[src/rtl/vdg_timing_pkg.sv]
// Shared video timing constants (PAL defaults) and the counter width helper.
package vdg_timing_pkg;

    localparam int unsigned PAL_LINE_LEN    = 229;
    localparam int unsigned PAL_PULSE_START = 17;
    localparam int unsigned PAL_PULSE_END   = 229;
    localparam int unsigned PAL_FIELD_LINES = 312;
    localparam int unsigned PAL_VSYNC_LINES = 3;

    // Bits needed to hold 0..n-1; never narrower than one bit.
    function automatic int unsigned cnt_width(input int unsigned n);
        return (n < 2) ? 1 : $clog2(n);
    endfunction

endpackage

[src/rtl/wrap_counter.sv]
// Modulo counter on the falling edge of nVCLK with enable, synchronous clear
// and a combinational next-count / wrap flag for zero-skew decoding upstream.
module wrap_counter
    import vdg_timing_pkg::*;
#(
    parameter int unsigned MODULUS = PAL_LINE_LEN,
    localparam int unsigned W = cnt_width(MODULUS)
) (
    input  logic         nVCLK,
    input  logic         RESET,
    input  logic         en_i,
    input  logic         clr_i,
    output logic [W-1:0] count_o,
    output logic [W-1:0] next_c_o,
    output logic         wrap_c_o
);

    logic [W-1:0] count_q;
    logic [W-1:0] count_d;
    logic         at_max;

    assign at_max = (count_q == W'(MODULUS - 1));

    // Clear wins over enable, so a clear never reports a wrap.
    always_comb begin
        count_d  = count_q;
        wrap_c_o = 1'b0;
        if (clr_i) begin
            count_d = '0;
        end else if (en_i) begin
            if (at_max) begin
                count_d  = '0;
                wrap_c_o = 1'b1;
            end else begin
                count_d = count_q + W'(1);
            end
        end
    end

    always_ff @(negedge nVCLK or posedge RESET) begin
        if (RESET) begin
            count_q <= '0;
        end else begin
            count_q <= count_d;
        end
    end

    assign count_o  = count_q;
    assign next_c_o = count_d;

endmodule

[src/rtl/vclk_line_timer.sv]
// Line/field timer clocked on the falling edge of nVCLK. Vertical counting,
// FieldStart and VSync exist only when VCLK_LINE_TIMER_VERT_EN is defined.
module vclk_line_timer
    import vdg_timing_pkg::*;
#(
    parameter int unsigned LINE_LEN    = PAL_LINE_LEN,
    parameter int unsigned PULSE_START = PAL_PULSE_START,
    parameter int unsigned PULSE_END   = PAL_PULSE_END,
    parameter int unsigned FIELD_LINES = PAL_FIELD_LINES,
    parameter int unsigned VSYNC_LINES = PAL_VSYNC_LINES,
    localparam int unsigned HW = cnt_width(LINE_LEN),
    localparam int unsigned VW = cnt_width(FIELD_LINES)
) (
    input  logic          nVCLK,
    input  logic          RESET,
    input  logic          Enable,
    input  logic          LineRestart,
    output logic [HW-1:0] HCount,
    output logic [VW-1:0] VCount,
    output logic          HPulse,
    output logic          LineStart,
    output logic          FieldStart,
    output logic          VSync
);

    if (PULSE_START >= PULSE_END || PULSE_END > LINE_LEN || VSYNC_LINES > FIELD_LINES) begin : g_param_err
        $error("vclk_line_timer: inconsistent timing parameters");
    end

    logic [HW-1:0] h_next;
    logic          h_wrap;
    logic          hpulse_d, hpulse_q;
    logic          line_start_d, line_start_q;

    wrap_counter #(.MODULUS(LINE_LEN)) u_hcnt (
        .nVCLK    (nVCLK),
        .RESET    (RESET),
        .en_i     (Enable),
        .clr_i    (LineRestart),
        .count_o  (HCount),
        .next_c_o (h_next),
        .wrap_c_o (h_wrap)
    );

    // Decode from the next count so flags line up with the count they describe.
    assign hpulse_d     = (32'(h_next) >= PULSE_START) && (32'(h_next) < PULSE_END);
    assign line_start_d = LineRestart | h_wrap;

    always_ff @(negedge nVCLK or posedge RESET) begin
        if (RESET) begin
            hpulse_q     <= 1'b0;
            line_start_q <= 1'b0;
        end else begin
            hpulse_q     <= hpulse_d;
            line_start_q <= line_start_d;
        end
    end

    assign HPulse    = hpulse_q;
    assign LineStart = line_start_q;

`ifdef VCLK_LINE_TIMER_VERT_EN
    logic [VW-1:0] v_next;
    logic          v_wrap;
    logic          field_start_d, field_start_q;
    logic          vsync_d, vsync_q;

    wrap_counter #(.MODULUS(FIELD_LINES)) u_vcnt (
        .nVCLK    (nVCLK),
        .RESET    (RESET),
        .en_i     (h_wrap),
        .clr_i    (1'b0),
        .count_o  (VCount),
        .next_c_o (v_next),
        .wrap_c_o (v_wrap)
    );

    // A restart leaves VCount alone, so it opens a field only on line 0.
    assign field_start_d = h_wrap ? v_wrap : (LineRestart && (VCount == '0));
    assign vsync_d       = (32'(v_next) < VSYNC_LINES);

    always_ff @(negedge nVCLK or posedge RESET) begin
        if (RESET) begin
            field_start_q <= 1'b0;
            vsync_q       <= (VSYNC_LINES > 0);
        end else begin
            field_start_q <= field_start_d;
            vsync_q       <= vsync_d;
        end
    end

    assign FieldStart = field_start_q;
    assign VSync      = vsync_q;
`else
    assign VCount     = '0;
    assign FieldStart = 1'b0;
    assign VSync      = 1'b0;
`endif

endmodule

[config.mk]
export PLATFORM = sky130hd
export DESIGN_NAME = vclk_line_timer
export DESIGN_NICKNAME = d
export VERILOG_FILES = /design/src/rtl/vdg_timing_pkg.sv /design/src/rtl/wrap_counter.sv /design/src/rtl/vclk_line_timer.sv
export SDC_FILE = /design/constraint.sdc
export NUM_CORES = 1
export LEC_CHECK = 0
export ABC_AREA = 1
export BUFFER_PORTS_ARGS = -buffer_cell sky130_fd_sc_hd__buf_2
export CAP_MARGIN = 20
export CORE_MARGIN = 5
export CORE_UTILIZATION = 43
export DETAILED_ROUTE_END_ITERATION = 10
export PLACE_DENSITY = 0.77
export SETUP_SLACK_MARGIN = 0.02
export SLEW_MARGIN = 40
export SYNTH_ARGS = -nofsm -noshare
export SYNTH_HDL_FRONTEND = slang
export SYNTH_SLANG_ARGS = --single-unit
[constraint.sdc]
create_clock -name nVCLK -period 1.6 [get_ports nVCLK]
set_input_delay 0.16 -clock nVCLK [delete_from_list [all_inputs] [get_ports nVCLK]]
set_output_delay 0.16 -clock nVCLK [all_outputs]
set_load 0.05 [all_outputs]
==> metrics.md <==
| Metric | Value |
|---|---|
| Leading cell types in the layout, fill and taps excluded | 23 x sky130_fd_sc_hd__buf_4, 14 x sky130_fd_sc_hd__nand2_1, 12 x sky130_fd_sc_hd__inv_1 |
| Residual DRC | 0 |
| Delay contributed by the slowest stage of the critical path | 0.45 ns |
| Num Clock Sinks | 10 |
| Area post-placement | 888.4 sq um |
| Starting Density | 46.39% |
| Antenna-violating nets left | 0 |
| Final clock skew | 0.007469 ns |
| Buf/Inv on CP | 1 |
| Fraction of final layout cells with drive strength greater than 1 | 48.92% |
| Data arrival at the endpoint of the critical path | 1.70 ns |
| Clock network fraction of total power | 32.0% |
| Number of hold violations in the final report | 0 |
| First-pass iteration count of the detailed router | 4 |
| Placed wire-length estimate after detailed placement | 1361 um |
| Endpoint class of the critical path | output port |
| Insertion delay to the later sink of the worst-skew pair | 0.27 ns |
| Gate count after technology mapping | 99 |
| Distinct cell type count after synthesis | 19 |
| Total instance count after detailed placement | 143 |
| Required time of the worst setup path | 1.44 ns |
| Die area | 2602 sq um |
| Leading cell type in the layout, fill and taps excluded | sky130_fd_sc_hd__buf_4 |
| Bufs on Longest Clock Path | 2 |
| Final nets | 146 |
| Internal power | 0.0004637 W |
| Die Width | 51.01 um |
| Max_cap viols | 0 |
| Register Area | 250.2 sq um |
| Post-DR vias/cell | 4.865 |
| Worst Hold Margin | 0.5581 ns |
| Gpl congestion | 0.8697 |
| Final setup violation count | 12 |
| Area of combinational cells with multiple inputs | 426.7 sq um |
| Power per cell area | 623.2 nW/um^2 |
| Cell area after layout | 1127 sq um |
| Antenna diode count | 0 |
| Max-slew violation count | 0 |
| Total power consumption of the routed design | 0.0007025 W |
| Number of rows in the core area | 14 |
| Total Routing Usage GR | 17.04% |
| Remaining global-route overflow | 0 |
| Worst Slack Setup Final | -0.2619 ns |
| Syn avg cell area | 7.305 sq um |
| Kind of cell adding the most delay to the critical path | flip-flops |
| Share of power burned in combinational logic | 30.0% |
| Maximum number of pins on one net before global-route repair | 11 |
| Category of the most critical setup path | reg -> out |
| Violations in the final reports | negative setup slack |
| Worst vdd rail ir drop | 0.0007241 V |
| Hold_buf cts | 0 |
| Number of ports placed on the die boundary | 25 |
| Clock Tree Root | sky130_fd_sc_hd__clkbuf_4 |
| Number of clock buffers inserted by TritonCTS | 3 |
| Number of global-route vias before repair | 778 |
| Leakage power figure | 0.6069 nW |
| First-pass GRT wire length | 3367 um |
| Worst slack, placed | -0.5111 ns |
| Switch Pwr | 0.0002388 W |
| Unrepaired setup endpoints after global routing | true |
| Post-synthesis register bit count | 10 |
| Part of the total power dissipated in sequential elements | 38.0% |
| Worst Path Max Fanout | 3 |
| Detailed-route wire length | 2197 um |
| Maximum level of the CTS H-tree | 1 |
| Part of the Yosys area used for sequential elements | 34.60% |
| Vias | 754 |
| Y dimension of the die | 51.01 um |
| FILL cells | 93 |
| Result of the run | complete, but fails checks |
| Netlist area before placement | 723.2 sq um |
| Port-buffer cells | 13 |
| Number of antenna violations at the first check in global routing | 0 |
| TritonCTS clock tree | built |
| Final std cells w/o fill | 155 |
| Area of the placeable core | 1559 sq um |
| Yosys warnings | 0 |
| Critical path launch point type | flop |
| Detailed router's first-iteration violation count | 34 |
| CTS clk-pin slew, worst paths | 0.05 ns |
| Synth-to-Final Area Change | 55.88% |
| Fraction of power spent switching nets | 34.00% |
| Cell-by-cell listing of the critical path | buf_6 |
| Min-Delay Path Class | in -> async |
| Slowest-stage cell, CP | sky130_fd_sc_hd__dfrtn_1 |
| WL/cell | 14.17 um |
==> power groups by stage <==
stage / clock, W / sequential, W / combinational, W
floorplan: 0 / 0.000297 / 0.000117
global route: 0.000250 / 0.000268 / 0.000220
detailed placement: 0 / 0.000270 / 0.000164
global placement: 0 / 0.000269 / 0.000161
CTS: 0.000228 / 0.000266 / 0.000190
finish: 0.000225 / 0.000267 / 0.000211
==> timing repair <==
item | 4_1_cts | 5_1_grt
pin swaps | 10 | 7
endpoints found under the setup margin | 13 | 15
buffers inserted | 7 | 2
resized for setup | 30 | 12
endpoints found under the hold margin | 0 | 0
==> cell type report <==
cell class	count	area share, %
Sequential cell	10	22.20
Timing Repair Buffer	37	28.97
Clock buffer	4	3.219
Inverter	18	5.993
Tap cell	16	1.776
Multi-Input combinational cell	70	37.85
==> cell families after synthesis <==
logic type | synth area share [%]
adder cells (fa/ha/maj) | 3.460
buffers and inverters | 20.76
XOR/XNOR | 3.634
AND/OR/NAND/NOR | 34.26
flip-flops | 34.60
other | 0.5185
AO/OA/AOI/OAI | 2.768
==> final timing paths <==
check	depth (start not counted)	to	from	slack, ns
worst max register to register	12	HPulse$_DFF_NP0_	u_hcnt.count_o[0]$_DFF_NP0_	-0.18
worst max-delay path	1	HCount[0]	u_hcnt.count_o[0]$_DFF_NP0_	-0.26
worst min-delay path	2	u_hcnt.count_o[7]$_DFF_NP0_	RESET	0.56
worst min register to register	5	u_hcnt.count_o[7]$_DFF_NP0_	u_hcnt.count_o[7]$_DFF_NP0_	0.74
max in group asynchronous	2	u_hcnt.count_o[2]$_DFF_NP0_	RESET	0.73
min in group nVCLK	5	u_hcnt.count_o[7]$_DFF_NP0_	u_hcnt.count_o[7]$_DFF_NP0_	0.74
==> per-stage QoR <==
stage               setup TNS, ns  util, %
finish                     -2.424    72.31
global route               -2.875    72.31
CTS                        -2.358    69.18
detailed placement         -2.749    56.98
global placement           -2.356    56.98
floorplan                  -1.033        -
==> Yosys cell counts <==
master                     number  area share [%]
sky130_fd_sc_hd__xor2_1         3             3.6
sky130_fd_sc_hd__nand4_1        3             2.6
sky130_fd_sc_hd__nand3_1        9             6.2
sky130_fd_sc_hd__nand2_1       18             9.3
sky130_fd_sc_hd__nor2_2         5             4.3
sky130_fd_sc_hd__nand2_2        3             2.6
sky130_fd_sc_hd__ha_1           2             3.5
sky130_fd_sc_hd__inv_1         15             7.8
sky130_fd_sc_hd__conb_1         1            0.52
sky130_fd_sc_hd__a21oi_1        2             1.4
sky130_fd_sc_hd__o21ai_1        2             1.4
sky130_fd_sc_hd__nor2_1         9             4.7
sky130_fd_sc_hd__buf_4         11              11
sky130_fd_sc_hd__nand3_2        1             1.4
sky130_fd_sc_hd__dfrtn_1       10              35
sky130_fd_sc_hd__clkinv_1       1            0.52
sky130_fd_sc_hd__nor2_4         1             1.6
sky130_fd_sc_hd__nand2_4        1             1.6
sky130_fd_sc_hd__inv_2          2             1.0
==> state kept, by name (all words and copies together) (netlist names) <==
register,cells
HPulse,1
LineStart,1
u_hcnt.count_o,8
==> layer usage <==
metal	wire length, um	part of all wire, %	global-route usage [%]	vias up
li1	-	-	-	358
met1	836	38	18.17	356
met2	1186	54	32.19	30
met3	109	5.0	1.744	10
met4	65	3.0	9.865	0
met5	0	0	0	-
No activity file was read; power rests on OpenSTA's default activity.
